[config.mk]
export PLATFORM = sky130hd
export DESIGN_NAME = peripheral_dbg_soc_debug_ring_gateway
export DESIGN_NICKNAME = d
export VERILOG_FILES = /design/src/rtl/peripheral_dbg_soc_debug_ring_pkg.sv /design/src/rtl/peripheral_dbg_soc_dii_channel.sv /design/src/rtl/peripheral_dbg_soc_debug_ring_fifo.sv /design/src/rtl/peripheral_dbg_soc_debug_ring_gateway.sv
export SDC_FILE = /design/constraint.sdc
export NUM_CORES = 1
export LEC_CHECK = 0
export ABC_AREA = 0
export CORE_AREA = 2 2 66 114
export CTS_CLUSTER_DIAMETER = 30
export CTS_CLUSTER_SIZE = 8
export DETAILED_ROUTE_END_ITERATION = 10
export DIE_AREA = 0 0 68 116
export PLACE_DENSITY = 0.76
export SLEW_MARGIN = 20
export SYNTH_ARGS = -nofsm -noshare
export SYNTH_HDL_FRONTEND = slang
export SYNTH_SLANG_ARGS = --single-unit
export TNS_END_PERCENT = 10
[constraint.sdc]
create_clock -name clk -period 2.6 [get_ports clk]
set_input_delay 0.78 -clock clk [delete_from_list [all_inputs] [get_ports clk]]
set_output_delay 0.78 -clock clk [all_outputs]
set_load 0.05 [all_outputs]
[src/rtl/peripheral_dbg_soc_debug_ring_pkg.sv]
// Shared types and helpers for the debug ring gateway.
package peripheral_dbg_soc_debug_ring_pkg;

  localparam int unsigned FLIT_DATA_W = 16;

  typedef enum logic [1:0] {IDLE, FWD, DROP} egress_state_e;

  // Subnet id sits in the top subnet_bits of a header's destination address.
  function automatic logic [FLIT_DATA_W-1:0] get_subnet(input logic [FLIT_DATA_W-1:0] data,
                                                        input int unsigned subnet_bits);
    return data >> (FLIT_DATA_W - subnet_bits);
  endfunction

endpackage

[src/rtl/peripheral_dbg_soc_dii_channel.sv]
// Debug interconnect (DII) flit type shared by all debug ring blocks.
package peripheral_dbg_soc_dii_channel;

  typedef struct packed {
    logic        valid;
    logic        last;
    logic [15:0] data;
  } dii_flit;

endpackage

[src/rtl/peripheral_dbg_soc_debug_ring_fifo.sv]
// Ingress flit FIFO; pointers carry an extra wrap bit to tell full from empty.
module peripheral_dbg_soc_debug_ring_fifo #(
  parameter int unsigned DEPTH = 4,
  parameter int unsigned WIDTH = 17
) (
  input  logic             clk,
  input  logic             rst,
  input  logic [WIDTH-1:0] in_data,
  input  logic             in_valid,
  output logic             in_ready,
  output logic [WIDTH-1:0] out_data,
  output logic             out_valid,
  input  logic             out_ready
);

  localparam int unsigned AW = $clog2(DEPTH);
  localparam int unsigned PW = AW + 1;

  logic [WIDTH-1:0] mem [DEPTH];
  logic [PW-1:0]    wr_ptr, rd_ptr;
  logic             full, empty, push, pop;

  assign empty     = (wr_ptr == rd_ptr);
  assign full      = (wr_ptr[AW] != rd_ptr[AW]) && (wr_ptr[AW-1:0] == rd_ptr[AW-1:0]);
  assign in_ready  = !rst && !full;
  assign out_valid = !empty;
  assign out_data  = mem[rd_ptr[AW-1:0]];
  assign push      = in_valid && in_ready;
  assign pop       = out_valid && out_ready;

  always_ff @(posedge clk) begin
    if (push) mem[wr_ptr[AW-1:0]] <= in_data;
  end

  always_ff @(posedge clk) begin
    if (rst) begin
      wr_ptr <= '0;
      rd_ptr <= '0;
    end else begin
      if (push) wr_ptr <= wr_ptr + PW'(1);
      if (pop)  rd_ptr <= rd_ptr + PW'(1);
    end
  end

endmodule

[src/rtl/peripheral_dbg_soc_debug_ring_gateway.sv]
// Debug ring terminator: routes remote egress packets to the gateway, drops unclaimed local ones,
// and buffers gateway traffic into the ring head. Optional drop counter: DBG_RING_DROP_COUNT_EN.
module peripheral_dbg_soc_debug_ring_gateway
  import peripheral_dbg_soc_dii_channel::*;
  import peripheral_dbg_soc_debug_ring_pkg::*;
#(
  parameter int unsigned BUFFER_SIZE  = 4,
  parameter int unsigned SUBNET_BITS  = 6,
  parameter int unsigned LOCAL_SUBNET = 0,
  parameter int unsigned CNT_WIDTH    = 16
) (
  input  logic    clk,
  input  logic    rst,
  input  dii_flit ring_tail_in,
  output logic    ring_tail_in_ready,
  output dii_flit ring_head_out,
  input  logic    ring_head_out_ready,
  output dii_flit gw_out,
  input  logic    gw_out_ready,
  input  dii_flit gw_in,
  output logic    gw_in_ready
`ifdef DBG_RING_DROP_COUNT_EN
  ,
  output logic [CNT_WIDTH-1:0] drop_count
`endif
);

  egress_state_e state;
  logic          hdr_remote;
  logic          tail_xfer;

  assign hdr_remote = get_subnet(ring_tail_in.data, SUBNET_BITS) != FLIT_DATA_W'(LOCAL_SUBNET);
  assign tail_xfer  = ring_tail_in.valid && ring_tail_in_ready;

  // Egress routing is combinational so forwarded flits leave in the cycle they arrive.
  always_comb begin
    gw_out             = ring_tail_in;
    gw_out.valid       = 1'b0;
    ring_tail_in_ready = 1'b0;
    if (!rst) begin
      case (state)
        IDLE: begin
          if (hdr_remote) begin
            gw_out.valid       = ring_tail_in.valid;
            ring_tail_in_ready = gw_out_ready;
          end else begin
            ring_tail_in_ready = 1'b1;
          end
        end
        FWD: begin
          gw_out.valid       = ring_tail_in.valid;
          ring_tail_in_ready = gw_out_ready;
        end
        DROP:    ring_tail_in_ready = 1'b1;
        default: ;
      endcase
    end
  end

  always_ff @(posedge clk) begin
    if (rst) begin
      state <= IDLE;
    end else if (tail_xfer) begin
      case (state)
        IDLE:    if (!ring_tail_in.last) state <= hdr_remote ? FWD : DROP;
        FWD:     if (ring_tail_in.last) state <= IDLE;
        DROP:    if (ring_tail_in.last) state <= IDLE;
        default: state <= IDLE;
      endcase
    end
  end

`ifdef DBG_RING_DROP_COUNT_EN
  // Saturating count of dropped local headers.
  always_ff @(posedge clk) begin
    if (rst) begin
      drop_count <= '0;
    end else if (tail_xfer && (state == IDLE) && !hdr_remote && !(&drop_count)) begin
      drop_count <= drop_count + CNT_WIDTH'(1);
    end
  end
`endif

  peripheral_dbg_soc_debug_ring_fifo #(
    .DEPTH(BUFFER_SIZE),
    .WIDTH(FLIT_DATA_W + 1)
  ) u_ingress_fifo (
    .clk      (clk),
    .rst      (rst),
    .in_data  ({gw_in.last, gw_in.data}),
    .in_valid (gw_in.valid),
    .in_ready (gw_in_ready),
    .out_data ({ring_head_out.last, ring_head_out.data}),
    .out_valid(ring_head_out.valid),
    .out_ready(ring_head_out_ready)
  );

endmodule
==> summary.txt <==
Drt
  • Vias after detailed routing: approximately 1700
  • DRT iter0 DRCs: 108
  • Drt drc: 0
  • Avg WL per Cell: 16.44 microns
  • Vias per inst: 5.180
  • Final antenna-violating net count: 0
  • 1st-pass router iterations: 4
  • Final Routed Wirelength: 5392 microns

Final layout
  • Final cell count without fillers: 328
  • Number of diodes: 0
  • Final nets: 288
  • Design Area, Final: 0.004313 sq mm
  • Layout cells sized above 1: between 30% and 40%
  • Area Growth Syn to Fin: 32.78%
  • Final Util: between 60% and 70%
  • Fillers: 521

Placement
  • Port Buffers: 57
  • Dpl hpwl: about 3600 microns
  • Placed Area: 0.004006 sq mm
  • DP Cell Count: 312
  • Global placement routability congestion: 0.7120

Synth
  • Sequential element share of the synthesized area: 69.03%
  • Avg Inst Size Synth: 18.25 sq um
  • Largest cells by area after synthesis: edfxtp_1 (63%), mux4_2 (12%), dfxtp_1 (6.2%), buf_4 (4.4%), ha_1 (3.5%)
  • Most common library cells after synthesis: edfxtp_1 (68), buf_4 (19), mux4_2 (17), nor2_1 (12), dfxtp_1 (10)
  • Synth Warn #: 0
  • Top_reg_cell synth: edfxtp_1
  • Post-Syn Nets: 227
  • Ys async rst share: 0%
  • Yosys top cell area share: 62.87%
  • Synthesized flop and latch total: a little under 80
  • Post-Syn Area: between 0.003 and 0.004 sq mm
  • Number of flops mapped to enable cells by yosys: just under 70
  • Netlist cell types: 31
  • Top-count cell post-synth: edfxtp_1
  • Cells after Synth: 178
  • Largest area contributor in the netlist: edfxtp_1

Pwr
  • Clock power share: 33.0%
  • Net Sw Power: 0.0009826 W
  • P per Cell Area: just over 800 mW/mm^2
  • Power share of the sequential group: approximately 41%
  • Gate power share: 26.0%
  • Sw Share: 28.00%
  • LEAKAGE: 1.553 nW
  • Maximum vdd drop: 0.0004228 V
  • Int Pwr: 0.002527 W
  • Post-route total power: 0.003510 W

Timing
  • Hold Violations, Final: 0
  • Final min period: 2567 ps
  • Final max-slew violation count: 0
  • Relative slew slack: 73.44%
  • Hold Slack: 577.3 ps
  • Worst slew pin tran: 395.6 ps
  • Setup violations, final: 0
  • Period utilization: 98.75%
  • Clock Skews: 7.162 ps
  • Fmax achieved: 0.3895 GHz

Floorplanning
  • DIE AREA: between 0.007 and 0.008 sq mm
  • Initial core utilization: a little under half
  • Cell Rows: 40
  • Die width: 68 microns
  • Core area: 0.006907 sq mm
  • Die H: 116 microns
  • Boundary Pins: between 70 and 80

CTS
  • CTS tree: done
  • CTS max path bufs: 2
  • Root buffer cell: clkbuf_16
  • Inserted Clock Buffers: 9
  • H-tree depth: 3
  • Clk_lat worst skew: 330 ps
  • Setup Fix Bufs, Post-CTS: 0
  • Register clock-pin slew on the reported worst setup and hold paths: 50 ps
  • Sink Count: 78

Setup path
  • Crit path launch type: input port
  • WP data arrival: 1790 ps
  • Worst-path maximum fanout: 3
  • Kind of critical path: input port to primary output
  • CP required: 1820 ps
  • CP Capture Type: primary output

Flow run
  • Maxcap violations: 0

GRT
  • Initial antenna violation count: 0
  • Vias in the first global route: approximately 1800
  • First-pass GRT wire length: 8335 microns
  • GRT Residual Overflow: 0
  • All-Layer GR Usage: 15.03%
  • Largest net degree at the start of global routing: 18

Run status
  • Status: finished, final reports clean

Min path
  • Worst hold path class: register to register
==> sequential cells by signal (all words and copies together), names as in the netlist, named ones only <==
register and count:
state 2, u_ingress_fifo.mem 68, u_ingress_fifo.rd_ptr 3, u_ingress_fifo.wr_ptr 3
==> per-stage QoR <==
step / TNS [ps] / setup slack (ps)
after floorplan: -39.49 / -39.49
after global placement: -907.4 / -461.2
after detailed placement: -886.3 / -445.5
after CTS: 0 / 0.4160
after global routing: -0.3149 / -0.3149
final: 0 / 32.59
==> worst max-delay path: stages <==
cell	delay, ps
buf_6	110
nor4_4	270
buf_4	160
a311o_1	180
and2_4	160
buf_12	130
==> power by group through the flow <==
stage	sequential (W)	combinational (W)	clock (W)
after floorplan	0.00146	0.000656	0
after global placement	0.00146	0.000912	0
after detailed placement	0.00146	0.000919	0
after CTS	0.00144	0.000921	0.00119
after global routing	0.00144	0.000964	0.00123
final	0.00144	0.000912	0.00116
==> per-layer routing <==
layer	vias to the layer above	track usage [%]	routed length, microns
li1	801	-	-
met4	0	8.000	134
met3	14	5.146	324
met2	53	26.08	2956
met5	-	0	0
met1	831	15.37	1977
==> layout make-up <==
class,count,area (sq um),area share [%]
clock buffers,10,229.0,5.309
multi-input cells,73,872.1,20.22
inverters,4,15.01,0.3481
clock inverters,6,52.55,1.218
repair buffers,73,794.5,18.42
well taps,84,105.1,2.437
flip-flops and latches,78,2245,52.05
==> final timing paths <==
path | startpoint | end | slack, ps | cells after the start
worst min-delay path | u_ingress_fifo.rd_ptr[2]$_SDFFE_PP0P_ | u_ingress_fifo.rd_ptr[2]$_SDFFE_PP0P_ | 580 | 2
worst max register to register | u_ingress_fifo.rd_ptr[0]$_SDFFE_PP0P_ | u_ingress_fifo.mem[1][10]$_DFFE_PP_ | 730 | 6
worst min register to register | u_ingress_fifo.rd_ptr[2]$_SDFFE_PP0P_ | u_ingress_fifo.rd_ptr[2]$_SDFFE_PP0P_ | 580 | 2
worst max-delay path | ring_tail_in[11] | ring_tail_in_ready | 30 | 6
==> what timing repair did <==
action | CTS | global route
setup endpoints to repair | 2 | 1
hold buffers | 0 | 0
gates resized for setup | 26 | 7
pin swaps | 2 | 2
==> cells by family after synthesis <==
group                      synth area share [%]
buffers and inverters                     5.392
AOI/OAI and AO/OA                         3.121
DFF                                       69.03
muxes                                     12.71
xor gates and xnor gates                  2.388
and+or+nand+nor                           3.891
adders and majority gates                 3.467
==> placed cells by master, fill, tap and decap left out, types with 3 or more instances in the layout <==
master and instances:
buf_4 28, nand3_1 3, clkinv_2 3, dlygate4sd2_1 3, inv_1 3, xor2_1 5, ha_1 8, mux4_2 17
dfxtp_1 8, and2_1 4, buf_2 3, buf_12 15, clkdlybuf4s50_1 22, mux2i_1 3, nor2_1 11, clkbuf_16 9
edfxtp_1 68
Note: power is estimated with default switching activity, not from simulation.
